<file path="config.mk">
export PLATFORM = sky130hd
export DESIGN_NAME = adas_brake_ctrl_flat
export DESIGN_NICKNAME = d
export VERILOG_FILES = /design/src/rtl/adas_pkg.sv /design/src/rtl/adas_brake_ctrl_if.sv /design/src/rtl/adas_channel_fuse.sv /design/src/rtl/adas_brake_ctrl.sv /design/src/flat_wrapper.sv
export SDC_FILE = /design/constraint.sdc
export NUM_CORES = 1
export LEC_CHECK = 0
export CAP_MARGIN = 30
export CORE_MARGIN = 5
export CORE_UTILIZATION = 40
export DETAILED_ROUTE_END_ITERATION = 6
export PLACE_DENSITY_LB_ADDON = 0.1
export SYNTH_ARGS = -nofsm -noshare
export SYNTH_HDL_FRONTEND = slang
export SYNTH_SLANG_ARGS = --single-unit
</file>
<file path="constraint.sdc">
create_clock -name clock -period 1.81 [get_ports clock]
set_input_delay 0.2715 -clock clock [delete_from_list [all_inputs] [get_ports clock]]
set_output_delay 0.2715 -clock clock [all_outputs]
set_load 0.05 [all_outputs]
</file>
<file path="src/rtl/adas_pkg.sv">
// adas_pkg
// Shared definitions for the ADAS brake controller slice.
//   state_t : controller FSM state encoding
//   max()   : integer maximum, used to size the shared confirm/hold counter
package adas_pkg;

    typedef enum logic [2:0] {
        IDLE,
        CONFIRM,
        BRAKE,
        HOLD,
        FAULT
    } state_t;

    function automatic int max(input int a, input int b);
        return (a > b) ? a : b;
    endfunction

endpackage

</file>
<file path="src/rtl/adas_brake_ctrl_if.sv">
// adas_brake_ctrl_if
// Signal bundle between the sensor front-end / pedal and the brake controller.
//   driver_break  : brake pedal
//   camera, radar : per-channel object flags
//   adas_error    : ADAS error indication
//   error_clear   : request to leave the fault state
//   vehicle_break : brake request to the engine actuator
//   adas_break    : registered ADAS brake contribution
//   adas_fault    : high while the controller is in FAULT
//   channel_hits  : registered per-channel camera & radar coincidence
// master = side driving the sensor/pedal inputs, slave = controller.
interface adas_brake_ctrl_if #(
    parameter int NUM_CHANNELS = 2
);
    logic                    driver_break;
    logic [NUM_CHANNELS-1:0] camera;
    logic [NUM_CHANNELS-1:0] radar;
    logic                    adas_error;
    logic                    error_clear;
    logic                    vehicle_break;
    logic                    adas_break;
    logic                    adas_fault;
    logic [NUM_CHANNELS-1:0] channel_hits;

    modport master (
        output driver_break, camera, radar, adas_error, error_clear,
        input  vehicle_break, adas_break, adas_fault, channel_hits
    );

    modport slave (
        input  driver_break, camera, radar, adas_error, error_clear,
        output vehicle_break, adas_break, adas_fault, channel_hits
    );
endinterface

</file>
<file path="src/rtl/adas_channel_fuse.sv">
// adas_channel_fuse
// Combinational sensor fusion: a channel hits when camera and radar agree,
// and an object is detected when any channel hits.
//   camera, radar : per-channel object flags
//   hits          : per-channel coincidence
//   detect        : OR of all hits
module adas_channel_fuse #(
    parameter int NUM_CHANNELS = 2
) (
    input  logic [NUM_CHANNELS-1:0] camera,
    input  logic [NUM_CHANNELS-1:0] radar,
    output logic [NUM_CHANNELS-1:0] hits,
    output logic                    detect
);

    assign hits   = camera & radar;
    assign detect = |hits;

endmodule

</file>
<file path="src/rtl/adas_brake_ctrl.sv">
// adas_brake_ctrl
// ADAS brake controller: confirms a fused detection for CONFIRM_CYCLES before
// braking, holds the brake HOLD_CYCLES after the object clears, and latches
// ADAS errors into a sticky fault. The driver pedal path is combinational and
// bypasses all ADAS logic.
//   clock   : system clock, rising edge
//   reset_n : asynchronous active-low reset
//   bus     : adas_brake_ctrl_if.slave (pedal, sensors, error, brake outputs)
//
// state   | meaning
// --------+------------------------------------------------------------
// IDLE    | no object, counter cleared
// CONFIRM | object seen, counting consecutive detect cycles
// BRAKE   | ADAS braking, object still present
// HOLD    | ADAS braking, object gone, counting hold cycles
// FAULT   | ADAS error latched, ADAS brake off until cleared
module adas_brake_ctrl
    import adas_pkg::*;
#(
    parameter int NUM_CHANNELS   = 2,
    parameter int CONFIRM_CYCLES = 3,
    parameter int HOLD_CYCLES    = 4
) (
    input logic             clock,
    input logic             reset_n,
    adas_brake_ctrl_if.slave bus
);

    localparam int CNT_W = $clog2(max(CONFIRM_CYCLES, HOLD_CYCLES) + 1);

    // Terminal counts expressed as "cnt + 1 == N" folded into cnt == N - 1.
    localparam logic [CNT_W-1:0] CONFIRM_LAST = CNT_W'(CONFIRM_CYCLES - 1);
    localparam logic [CNT_W-1:0] HOLD_LAST    = CNT_W'(HOLD_CYCLES - 1);
    localparam logic [CNT_W-1:0] CNT_MAX      = '1;

    state_t                  state, state_nxt;
    logic [CNT_W-1:0]        cnt, cnt_nxt, cnt_inc;
    logic [NUM_CHANNELS-1:0] hits;
    logic                    detect;
    logic                    adas_break_q;
    logic                    adas_fault_q;
    logic [NUM_CHANNELS-1:0] hits_q;

    adas_channel_fuse #(
        .NUM_CHANNELS(NUM_CHANNELS)
    ) u_fuse (
        .camera (bus.camera),
        .radar  (bus.radar),
        .hits   (hits),
        .detect (detect)
    );

    assign cnt_inc = (cnt == CNT_MAX) ? cnt : cnt + CNT_W'(1);

    always_ff @(posedge clock or negedge reset_n) begin
        if (!reset_n) begin
            state        <= IDLE;
            cnt          <= '0;
            adas_break_q <= 1'b0;
            adas_fault_q <= 1'b0;
            hits_q       <= '0;
        end else begin
            state        <= state_nxt;
            cnt          <= cnt_nxt;
            adas_break_q <= (state_nxt == BRAKE) || (state_nxt == HOLD);
            adas_fault_q <= (state_nxt == FAULT);
            hits_q       <= hits;
        end
    end

    always_comb begin
        state_nxt = state;
        cnt_nxt   = cnt;
        if (bus.adas_error) begin
            state_nxt = FAULT;
            cnt_nxt   = '0;
        end else begin
            case (state)
                IDLE: begin
                    if (detect) begin
                        if (CONFIRM_CYCLES == 1) begin
                            state_nxt = BRAKE;
                        end else begin
                            state_nxt = CONFIRM;
                            cnt_nxt   = CNT_W'(1);
                        end
                    end
                end
                CONFIRM: begin
                    if (!detect) begin
                        state_nxt = IDLE;
                        cnt_nxt   = '0;
                    end else if (cnt == CONFIRM_LAST) begin
                        state_nxt = BRAKE;
                        cnt_nxt   = '0;
                    end else begin
                        cnt_nxt = cnt_inc;
                    end
                end
                BRAKE: begin
                    if (!detect) begin
                        state_nxt = HOLD;
                        cnt_nxt   = '0;
                    end
                end
                HOLD: begin
                    if (detect) begin
                        state_nxt = BRAKE;
                        cnt_nxt   = '0;
                    end else if (cnt == HOLD_LAST) begin
                        state_nxt = IDLE;
                        cnt_nxt   = '0;
                    end else begin
                        cnt_nxt = cnt_inc;
                    end
                end
                FAULT: begin
                    // adas_error is already known low on this branch.
                    if (bus.error_clear) begin
                        state_nxt = IDLE;
                        cnt_nxt   = '0;
                    end
                end
                default: begin
                    state_nxt = IDLE;
                    cnt_nxt   = '0;
                end
            endcase
        end
    end

    // Error masks the ADAS contribution in the same cycle; pedal always passes.
    assign bus.vehicle_break = bus.driver_break | (adas_break_q & ~bus.adas_error);
    assign bus.adas_break    = adas_break_q;
    assign bus.adas_fault    = adas_fault_q;
    assign bus.channel_hits  = hits_q;

endmodule
</file>
<file path="src/flat_wrapper.sv">
// flat-port wrapper written by rule: the top's interface ports become plain ports
module adas_brake_ctrl_flat import adas_pkg::*;
#(
    parameter int NUM_CHANNELS   = 2,
    parameter int CONFIRM_CYCLES = 3,
    parameter int HOLD_CYCLES    = 4
)
  (clock, reset_n, bus_driver_break, bus_camera, bus_radar, bus_adas_error, bus_error_clear, bus_vehicle_break, bus_adas_break, bus_adas_fault, bus_channel_hits);
  adas_brake_ctrl_if #(.NUM_CHANNELS(NUM_CHANNELS)) bus_i ();
  input logic clock;
  input logic reset_n;
  input wire logic [$bits(bus_i.driver_break)-1:0] bus_driver_break;
  input wire logic [$bits(bus_i.camera)-1:0] bus_camera;
  input wire logic [$bits(bus_i.radar)-1:0] bus_radar;
  input wire logic [$bits(bus_i.adas_error)-1:0] bus_adas_error;
  input wire logic [$bits(bus_i.error_clear)-1:0] bus_error_clear;
  output wire logic [$bits(bus_i.vehicle_break)-1:0] bus_vehicle_break;
  output wire logic [$bits(bus_i.adas_break)-1:0] bus_adas_break;
  output wire logic [$bits(bus_i.adas_fault)-1:0] bus_adas_fault;
  output wire logic [$bits(bus_i.channel_hits)-1:0] bus_channel_hits;
  assign bus_i.driver_break = bus_driver_break;
  assign bus_i.camera = bus_camera;
  assign bus_i.radar = bus_radar;
  assign bus_i.adas_error = bus_adas_error;
  assign bus_i.error_clear = bus_error_clear;
  assign bus_vehicle_break = bus_i.vehicle_break;
  assign bus_adas_break = bus_i.adas_break;
  assign bus_adas_fault = bus_i.adas_fault;
  assign bus_channel_hits = bus_i.channel_hits;
  adas_brake_ctrl #(.NUM_CHANNELS(NUM_CHANNELS), .CONFIRM_CYCLES(CONFIRM_CYCLES), .HOLD_CYCLES(HOLD_CYCLES)) u_core (.clock(clock), .reset_n(reset_n), .bus(bus_i));
endmodule
</file>
Word level (Yosys, flattened, before mapping)
Cells that the tools add are included.
{"block": "word_totals", "reg_bits": 10, "inputBits": 9}
{"block": "classes", "add_sub_neg": 1, "eq_ne": 13, "muxes": 19, "bitwise_logic": 4, "reduce_logical": 4}
{"operator": "2-to-1 mux 3 bit", "n": 17}
{"operator": "one-hot mux 3 bit (5 select lines)", "n": 2}
{"operator": "== test 3 x 2 -> 1 bit, second input constant", "n": 6}
{"operator": "== test 3 bit, second input constant", "n": 3}
{"operator": "inequality test 3 bit, second input constant", "n": 2}
{"operator": "adder 3 x 1 -> 3 bit, second input constant", "n": 1}
{"operator": "== test 3 x 1 -> 1 bit, second input constant", "n": 1}
{"operator": "logical NOT 3 bit", "n": 1}
{"operator": "inequality test 3 x 2 -> 1 bit, second input constant", "n": 1}
{"operator": "AND reduction 3 bit", "n": 1}
{"operator": "bitwise AND 2 bit", "n": 1}
{"operator": "OR reduction 2 bit", "n": 1}
{"operator": "bitwise AND 1 bit", "n": 1}
{"operator": "logical OR 1 bit", "n": 1}
{"operator": "NOT 1 bit", "n": 1}
{"operator": "bitwise OR 1 bit", "n": 1}

Depth between registers and ports, before layout
Gate-level depths: netlist of the first run.
{"block": "depth", "ltp_word": 7, "mapped_depth": 6}

By module
A second synthesis of the first run with hierarchy kept.
{"block": "unflattened", "hier_cells": 68, "hier_area_um2": 651.9}
{"module": "adas_brake_ctrl", "instances": 1, "cells_per_inst": 65, "area_each_um2": 629.4, "seq_area_each_um2": 250.2}
{"module": "adas_channel_fuse", "instances": 1, "cells_per_inst": 3, "area_each_um2": 22.5, "seq_area_each_um2": 0.0}

Least setup slack after synthesis of the first run
No wires, ideal clock.
{"block": "synth_path", "kind": "reg-to-reg", "start": "reg u_core.cnt[1]", "end": "reg u_core.cnt[2]", "setup_time_ps": 66, "arrival_ps": 1309, "t_required_ps": 1744, "slack_ps": 435, "stages_incl_launch_ff": 5, "path_buffers": 0, "period_less_slack_ps": 1375, "path_cell_list": "dfrtp_1 ha_1 or2b_2 nor4_1 o221a_2"}
{"block": "synth_between", "elab_chain_cells": 6, "word_cells_on_any_way": 11, "cone_classes": "add/sub: 1; eq/ne: 3; mux: 7"}
{"item": "start, declared", "line_no": "adas_brake_ctrl.sv:37", "rtl": "logic [CNT_W-1:0] cnt, cnt_nxt, cnt_inc;"}
{"item": "start signal, assigned", "line_no": "adas_brake_ctrl.sv:64", "rtl": "cnt <= cnt_nxt;"}
{"item": "adder 3 x 1 -> 3 bit or == test 3 bit (tied branches)", "line_no": "adas_brake_ctrl.sv:53", "rtl": "assign cnt_inc = (cnt == CNT_MAX) ? cnt : cnt + CNT_W'(1);"}
{"item": "2-to-1 mux 3 bit", "line_no": "adas_brake_ctrl.sv:53"}
{"item": "2-to-1 mux 3 bit (on tied branches)", "line_no": "adas_brake_ctrl.sv:110, adas_brake_ctrl.sv:93"}
{"item": "2-to-1 mux 3 bit (on tied branches)", "line_no": "adas_brake_ctrl.sv:107, adas_brake_ctrl.sv:90"}
{"item": "one-hot mux 3 bit (5 select lines) *", "line_no": "adas_brake_ctrl.sv:78", "rtl": "case (state)"}
{"item": "2-to-1 mux 3 bit *", "line_no": "adas_brake_ctrl.sv:74", "rtl": "if (bus.adas_error) begin"}
Mark *: on every way between the ends. The rest lies on a longest branch, timed or not.
A chain may end at the register's enable or synchronous reset.

Worst setup path after layout of the first run
{"block": "layout_path", "start": "reg u_core.adas_break_q (netlist: u_core.bus.adas_break)", "end": "out bus_adas_break"}
{"item": "start, declared", "line_no": "adas_brake_ctrl.sv:40", "rtl": "logic adas_break_q;"}
{"item": "start signal, assigned", "line_no": "adas_brake_ctrl.sv:65", "rtl": "adas_break_q <= (state_nxt == BRAKE) || (state_nxt == HOLD);"}
{"item": "end, declared", "line_no": "flat_wrapper.sv:18", "rtl": "output wire logic [$bits(bus_i.adas_break)-1:0] bus_adas_break;"}
No word-level cell between the ends.

==> results of run 1 <==
layer usage:
metal  part of all wire (%)  routed length [um]  up-vias
met5                      0                   0        -
li1                       -                   -      249
met1                     47                 563      222
met3                    7.1                  85        0
met2                     46                 549       12
met4                      0                   0        0
where the power goes:
part / internal, mW / switching [mW]
sequential: 0.231 / 0.00891
clock: 0.0762 / 0.0653
combinational: 0.0489 / 0.0507
synthesized netlist by cell type, types with 2 or more instances:
cell     instances  area (sq um)
nor2_1           4         15.01
a22o_1           2         17.52
nand3_1          3         15.01
inv_1            2         7.510
nor2b_1          4         25.02
dfrtp_1         10         250.2
nor3_1           3         15.01
o21ai_0          5         25.02
ha_1             2         25.02
or2_2            2         12.51
nand2_1          3         11.26
layout by cell type, fill, tap and decap left out, types with 2 or more instances in the layout:
cell type / synthesis / layout
inv_1: 2 / 2
buf_4: 1 / 2
nor2_1: 4 / 4
clkbuf_4: 0 / 3
o21ai_0: 5 / 5
nand3_1: 3 / 3
a22o_1: 2 / 2
nand2_1: 3 / 3
ha_1: 2 / 2
clkdlybuf4s50_1: 0 / 12
dfrtp_1: 10 / 10
nor2b_1: 4 / 4
or2_2: 2 / 2
nor3_1: 3 / 3
cell families (layout without fill, tap and decap cells):
family | after synthesis | count (layout)
xor+xnor | 2 | 2
compound gates | 16 | 16
fa+ha+maj | 2 | 2
flops | 10 | 10
simple gates | 25 | 25
mux | 1 | 1
buf+inv | 4 | 20
cell type report:
cell class	instances	area, sq um	area share (%)
clock buffer	3	22.52	2.853
inverter	2	7.507	0.9509
multi-input combinational	46	334.1	42.31
sequential	10	250.2	31.70
tap	16	20.02	2.536
timing repair buffer	15	155.1	19.65
metrics by stage:
stage / util, % / cells / power, mW / hold WS [ns]
detailed placement: 52.13 / 89 / 0.3448 / 0.5677
CTS: 53.66 / 92 / 0.4942 / 0.3422
global placement: 52.13 / 89 / 0.3444 / 0.5692
finish: 53.66 / 92 / 0.4814 / 0.3339
global route: 53.66 / 92 / 0.5144 / 0.3591
floorplan: - / 60 / 0.2963 / -0.02409
state kept, by name, indices dropped and copies added (netlist names):
signal and cells:
u_core.state 3, u_core.bus.adas_break 1, u_core.bus.channel_hits 2, u_core.bus.adas_fault 1, u_core.cnt 3
worst min-delay path by stage:
stage	startpoint	endpoint	depth (start not counted)
detailed placement	u_core.state[2]	u_core.state[1]	1
floorplan	reset_n	u_core.bus.adas_break	0
CTS	reset_n	u_core.state[1]	1
global route	reset_n	u_core.bus.channel_hits[1]	1
finish	reset_n	u_core.bus.adas_fault	1
global placement	u_core.state[2]	u_core.state[1]	1
==> results.ini, run 1 <==
[drt]
wire_per_inst_um = 13.02
viasPerCell = 5.250
detail-route-antenna-nets = 0
vias = 483
firstDrtPassIters = 4
drt_wl_total_mm = 1.198
drt_iter0_drc = 10
drc = 0

[synthesis]
ys_ff_latch = 10
synth_mux_area_share_pct = 1.639
synth_warnings = 0
syn_avg_cell_area_sq_um = 10.18
synth_cell_types = 31
synthSimpleGateAreaFrac_pct = 22.75
synth_top_flop_cell = dfrtp_1
synth_compound_area_share_pct = 21.11
synth_fp_nets = 71
netlist_instances = 60
syn-cell-area_sq_um = 610.6
synth_fa_ha_area_share_pct = 4.098
synth_edf_count = 0
synth_top_family_by_area = simple AND/OR/NAND/NOR gates
async_reset_ff_share_pct = 100.0
synth-xor-area-share_pct = 5.123
seq_area_frac_synth_pct = 40.98

[sta]
finalCritPeriodShare_pct = 93.44
slew_violations = 0
setup_violations = 0
relSlewSlack_pct = 66.44
skew_ns = 0.002810
grt_setup_unrepaired = false
max_freq_mhz = 591.3
tns_ns = 0
finalCriticalPeriod_ns = 1.691
setup_ws_ns = 0.1187
finalHoldViolations = 0
tightest_slew_ns = 0.5019

[setup_path]
r2r-start = u_core.cnt[0]
worstSetupStartpoint = u_core.bus.adas_break
cp-endpoint = bus_adas_break
r2r_end = u_core.cnt[2]
crit_path_end_kind = primary output
critical_path_class = reg2out
crit_fanout = 2
cp.depth = 1
crit_slowest_cell = clkdlybuf4s50_1
regToRegSetupSlack_ns = 0.25
worstPathCellList = clkdlybuf4s50_1
max_stage_delay_ns = 0.81
cpLargestDelayFamily = buffers and inverters
arrival_ns = 1.42
crit_path_start_kind = register
worstPathRequired_ns = 1.54
r2r_cells = 4
crit_buf_inv = 1

[clock_network]
cts_setup_buffers = 0
htree_num_levels = 1
cts_made_buffers = 3
clkTransAtPathRegs_ns = 0.06
cts_tree = done
cts_buffer_depth = 2
numClockSinks = 10
cts-root-buf = clkbuf_4
cts-resized-gates = 0
holdBufCountCts = 0
clk_latency_ns = 0.26

[global_routing]
grt_pass1_vias = 455
grt.busiest_layer = met1
use_met3_pct = 5.810
gr-total-overflow = 0
grt_usage_pct = 11.21
grt_use_met2_pct = 14.81
antenna_found_initial = 0
grt_max_degree = 13
grt_use_met1_pct = 15.85
grt_pass1_wl_mm = 2.125

[final_layout]
drive_gt1_share_pct = 17.11
fill_cells = 152
n_antenna_cell = 0
final_area_sq_um = 789.5
nNetsFinal = 89
area_growth_pct = 29.30

[flow_run]
cap_violations = 0

[placed_design]
place_congestion = 0.7210
dp_hpwl_um = 948.3
io_buffers = 13
place_ws_ns = 0.06641
dpl_cell_area_sq_um = 767.0

[worst_hold_path]
hp-class = in2async

[floorplanning]
row_count = 14
core_area_sq_mm = 0.001471
die-width_um = 49.07
design.die.area_sq_mm = 0.002408
num_io_pins = 14
initial_core_util_pct = 41.50
die_h_um = 49.07

[run_status]
status = complete, no violations

[pwr]
power.density_mw_per_mm2 = 609.7
vdd_drop_max_mv = 0.2874
leakage_nw = 0.3636

Note: power is estimated with default switching activity, not from simulation.
==> run 2, diff against run 1 <==
- REMOVE_ABC_BUFFERS: default -> 1
==> run 2 against run 1 <==
Cell count decreased by 1.1%. Wire length down 1.9%. Clock power is essentially flat. Clock skew grew 0.00067 ns. Largest cell class unchanged. Sequential cell count unchanged.
==> results.ini, run 2 (synthesized netlist as in run 1, its figures left out) <==
[run_status]
status = complete, no violations

[clock_network]
clk_latency_ns = 0.26
cts_tree = done
htree_num_levels = 1
cts_buffer_depth = 2
numClockSinks = 10
holdBufCountCts = 0
cts-resized-gates = 0
cts_made_buffers = 3
clkTransAtPathRegs_ns = 0.06
cts_setup_buffers = 0
cts-root-buf = clkbuf_4

[setup_path]
worstPathRequired_ns = 1.54
crit_fanout = 2
max_stage_delay_ns = 0.80
worstSetupStartpoint = u_core.bus.adas_break
crit_path_start_kind = register
arrival_ns = 1.39
crit_path_end_kind = primary output
r2r-start = u_core.cnt[1]
cp-endpoint = bus_adas_break
crit_slowest_cell = clkdlybuf4s50_1
cpLargestDelayFamily = buffers and inverters
r2r_cells = 4
r2r_end = u_core.cnt[2]
regToRegSetupSlack_ns = 0.27
cp.depth = 1
crit_buf_inv = 1
worstPathCellList = clkdlybuf4s50_1
critical_path_class = reg2out

[final_layout]
layout_common_cells = clkdlybuf4s50_1 (12), dfrtp_1 (10), o21ai_0 (5)
n_antenna_cell = 0
drive_gt1_share_pct = 16.00
nNetsFinal = 88
final_area_sq_um = 782.0
area_growth_pct = 28.07
mostFrequentLayoutCell = clkdlybuf4s50_1

[worst_hold_path]
hp-class = in2async

[floorplanning]
die-width_um = 49.07
initial_core_util_pct = 41.50
row_count = 14
num_io_pins = 14
core_area_sq_mm = 0.001471
die_h_um = 49.07
design.die.area_sq_mm = 0.002408

[placed_design]
place_congestion = 0.7441
dpl_cell_area_sq_um = 759.5
io_buffers = 13

[pwr]
pwr-share-clk_pct = 29.7
internal-power_uw = 356.6
p_comb_share_pct = 20.6
power.density_mw_per_mm2 = 617.2
leakage_nw = 0.3581
vdd_drop_max_mv = 0.4933
switching_share_pct = 26.12
switchingPower_uw = 126.0
p_seq_share_pct = 49.8

[sta]
finalCriticalPeriod_ns = 1.666
relSlewSlack_pct = 66.95
max_freq_mhz = 600.1
finalHoldViolations = 0
setup_violations = 0
hold-worst-slack_ns = 0.3264
skew_ns = 0.003482
tns_ns = 0
tightest_slew_ns = 0.4942
finalCritPeriodShare_pct = 92.07
slew_violations = 0
grt_setup_unrepaired = false

[global_routing]
gr-total-overflow = 0
grt_usage_pct = 11.26
grt_pass1_wl_mm = 2.104
antenna_found_initial = 0
grt_max_degree = 13
grt_pass1_vias = 489

[drt]
detail-route-antenna-nets = 0
vias = 493
wire_per_inst_um = 12.91
drt_iter0_drc = 11
drc = 0
viasPerCell = 5.418
firstDrtPassIters = 4
drt_wl_total_mm = 1.175

[flow_run]
cap_violations = 0

## run 2: cell count changes in the layout (fill, tap and decap cells not counted), sizes merged
cell and delta:
buf -1
## run 2: power by group through the flow
stage	Clock (mW)	Combinational, mW	Sequential [mW]
global placement	0	0.100	0.244
global route	0.171	0.108	0.241
CTS	0.153	0.101	0.240
finish	0.143	0.0993	0.240
detailed placement	0	0.100	0.244
floorplan	0	0.0386	0.256
## run 2: worst min path at each step
stage | startpoint | to | slack [ns] | depth (start not counted)
after floorplan | reset_n | u_core.bus.adas_break | -0.02 | 0
after global placement | u_core.state[2] | u_core.state[1] | 0.57 | 1
after detailed placement | u_core.state[2] | u_core.state[1] | 0.57 | 1
after CTS | reset_n | u_core.state[2] | 0.34 | 1
after global routing | reset_n | u_core.state[1] | 0.37 | 1
final | reset_n | u_core.bus.adas_fault | 0.33 | 1
## run 2: area by class of cell
| cell class | instances | area, sq um |
|---|---|---|
| inverters | 2 | 7.507 |
| repair buffers | 14 | 147.6 |
| well taps | 16 | 20.02 |
| fillers | 150 | 689.4 |
| flip-flops and latches | 10 | 250.2 |
| multi-input cells | 46 | 334.1 |
| clock buffers | 3 | 22.52 |
## run 2: metal layers
| layer | vias up | track usage (%) | part of all wire (%) |
|---|---|---|---|
| met5 | - | 0 | 0 |
| met2 | 16 | 17.81 | 49 |
| met1 | 228 | 13.18 | 41 |
| met3 | 0 | 6.116 | 9.4 |
| li1 | 249 | - | - |
| met4 | 0 | 2.691 | 0 |
## run 2: metrics by stage
step	setup slack, ns	std cells	power (mW)	util [%]
final	0.1436	91	0.4826	53.15
after CTS	0.1224	91	0.4941	53.15
after floorplan	0.4354	58	0.2950	-
after detailed placement	0.05637	88	0.3445	51.62
after global routing	0.09159	91	0.5194	53.15
after global placement	0.09218	88	0.3445	51.62
==> run 3, diff against run 2 <==
- MAX_ROUTING_LAYER: default -> met4
==> run 3 against run 2 <==
First-iteration DRC count rose by 18%. Non-clock buffer count did not move. Cell count did not move. Die area unchanged. Via count rose by 0.41%. Critical path depth unchanged. Global-route usage up 0.31 points. Sequential share of layout area is the same. Total power is 0.11% lower. Sequential power is essentially flat. Count of clock-buffer cells in the layout unchanged. Critical path type unchanged. Largest cell class unchanged.
==> results.ini, run 3 (synthesized netlist as in run 1, its figures left out) <==
[run_status]
status = complete, no violations

[final_layout]
fill_cells = 150
layout_common_cells = clkdlybuf4s50_1 (12), dfrtp_1 (10), o21ai_0 (5)
nNetsFinal = 88
final_area_sq_um = 782.0
seq_area_sq_um = 250.2
mostFrequentLayoutCell = clkdlybuf4s50_1
n_antenna_cell = 0
drive_gt1_share_pct = 16.00
multi_input_area_sq_um = 334.1
area_growth_pct = 28.07

[sta]
skew_ns = 0.004131
slew_violations = 0
tns_ns = 0
tightest_slew_ns = 0.4942
setup_violations = 0
relSlewSlack_pct = 66.95
grt_setup_unrepaired = false
finalHoldViolations = 0
max_freq_mhz = 600.1
finalCritPeriodShare_pct = 92.07
finalCriticalPeriod_ns = 1.667

[pwr]
internal-power_uw = 356.6
vdd_drop_max_mv = 0.4933
power.density_mw_per_mm2 = 616.5
p_seq_share_pct = 49.8
switching_share_pct = 26.04
leakage_nw = 0.3581
pwr-share-clk_pct = 29.6
p_comb_share_pct = 20.6
switchingPower_uw = 125.5

[setup_path]
crit_slowest_cell = clkdlybuf4s50_1
crit_fanout = 2
arrival_ns = 1.40
cpLargestDelayFamily = buffers and inverters
crit_buf_inv = 1
critical_path_class = reg2out
worstPathRequired_ns = 1.54
max_stage_delay_ns = 0.80
worstPathCellList = clkdlybuf4s50_1
crit_path_start_kind = register
crit_path_end_kind = primary output

[clock_network]
numClockSinks = 10
clk_latency_ns = 0.26
holdBufCountCts = 0
htree_num_levels = 1
cts_tree = done
cts-root-buf = clkbuf_4
cts_made_buffers = 3
cts_setup_buffers = 0
cts_buffer_depth = 2
cts-resized-gates = 0
clkTransAtPathRegs_ns = 0.06

[floorplanning]
initial_core_util_pct = 41.50
row_count = 14
core_area_sq_mm = 0.001471
design.die.area_sq_mm = 0.002408
die-width_um = 49.07
die_h_um = 49.07
num_io_pins = 14

[drt]
firstDrtPassIters = 4
vias = 495
drc = 0
drt_wl_total_mm = 1.173
viasPerCell = 5.440
detail-route-antenna-nets = 0
wire_per_inst_um = 12.89
drt_iter0_drc = 13

[global_routing]
gr-total-overflow = 0
grt_pass1_wl_mm = 2.104
grt_usage_pct = 11.57
grt_pass1_vias = 487
antenna_found_initial = 0
grt_max_degree = 13

[placed_design]
place_congestion = 0.7535
io_buffers = 13
dpl_cell_area_sq_um = 759.5

[flow_run]
cap_violations = 0

[worst_hold_path]
hp-class = in2async

run 3: path summary, 6_finish.rpt:
| check | start | end | slack (ns) | depth (start not counted) |
|---|---|---|---|---|
| setup / recovery | u_core.bus.adas_break | bus_adas_break | 0.14 | 1 |
| hold / removal | reset_n | u_core.bus.adas_fault | 0.33 | 1 |
| setup reg to reg | u_core.cnt[1] | u_core.cnt[2] | 0.27 | 4 |
| hold reg to reg | u_core.state[2] | u_core.state[1] | 0.58 | 1 |
| max in group asynchronous | reset_n | u_core.bus.channel_hits[1] | 1.17 | 1 |
| min in group clock | u_core.state[2] | u_core.state[1] | 0.58 | 1 |
run 3: layout make-up:
type                            instances  area share (%)
Clock buffer                            3           2.880
Inverter                                2          0.9600
Multi-Input combinational cell         46           42.72
Sequential cell                        10           32.00
Tap cell                               16           2.560
Timing Repair Buffer                   14           18.88
run 3: metal layers:
layer	GRT usage, %	vias up	part of all wire (%)
li1	-	249	-
met1	13.37	228	42
met2	17.81	16	49
met3	5.810	2	8.6
met4	2.691	0	0.34
met5	-	-	0
run 3: metrics by stage:
| stage | instances | hold WS [ns] | power [mW] | utilization (%) | setup slack, ns |
|---|---|---|---|---|---|
| after floorplan | 58 | -0.02409 | 0.2950 | - | 0.4354 |
| after CTS | 91 | 0.3382 | 0.4941 | 53.15 | 0.1224 |
| after global routing | 91 | 0.3679 | 0.5194 | 53.15 | 0.09158 |
| after global placement | 88 | 0.5741 | 0.3445 | 51.62 | 0.09218 |
| final | 91 | 0.3263 | 0.4821 | 53.15 | 0.1435 |
| after detailed placement | 88 | 0.5691 | 0.3445 | 51.62 | 0.05637 |
run 3: power groups by stage:
stage	logic [mW]	clock network, mW	registers, mW
finish	0.0993	0.143	0.240
global route	0.108	0.171	0.241
global placement	0.100	0	0.244
detailed placement	0.100	0	0.244
floorplan	0.0386	0	0.256
CTS	0.101	0.153	0.240
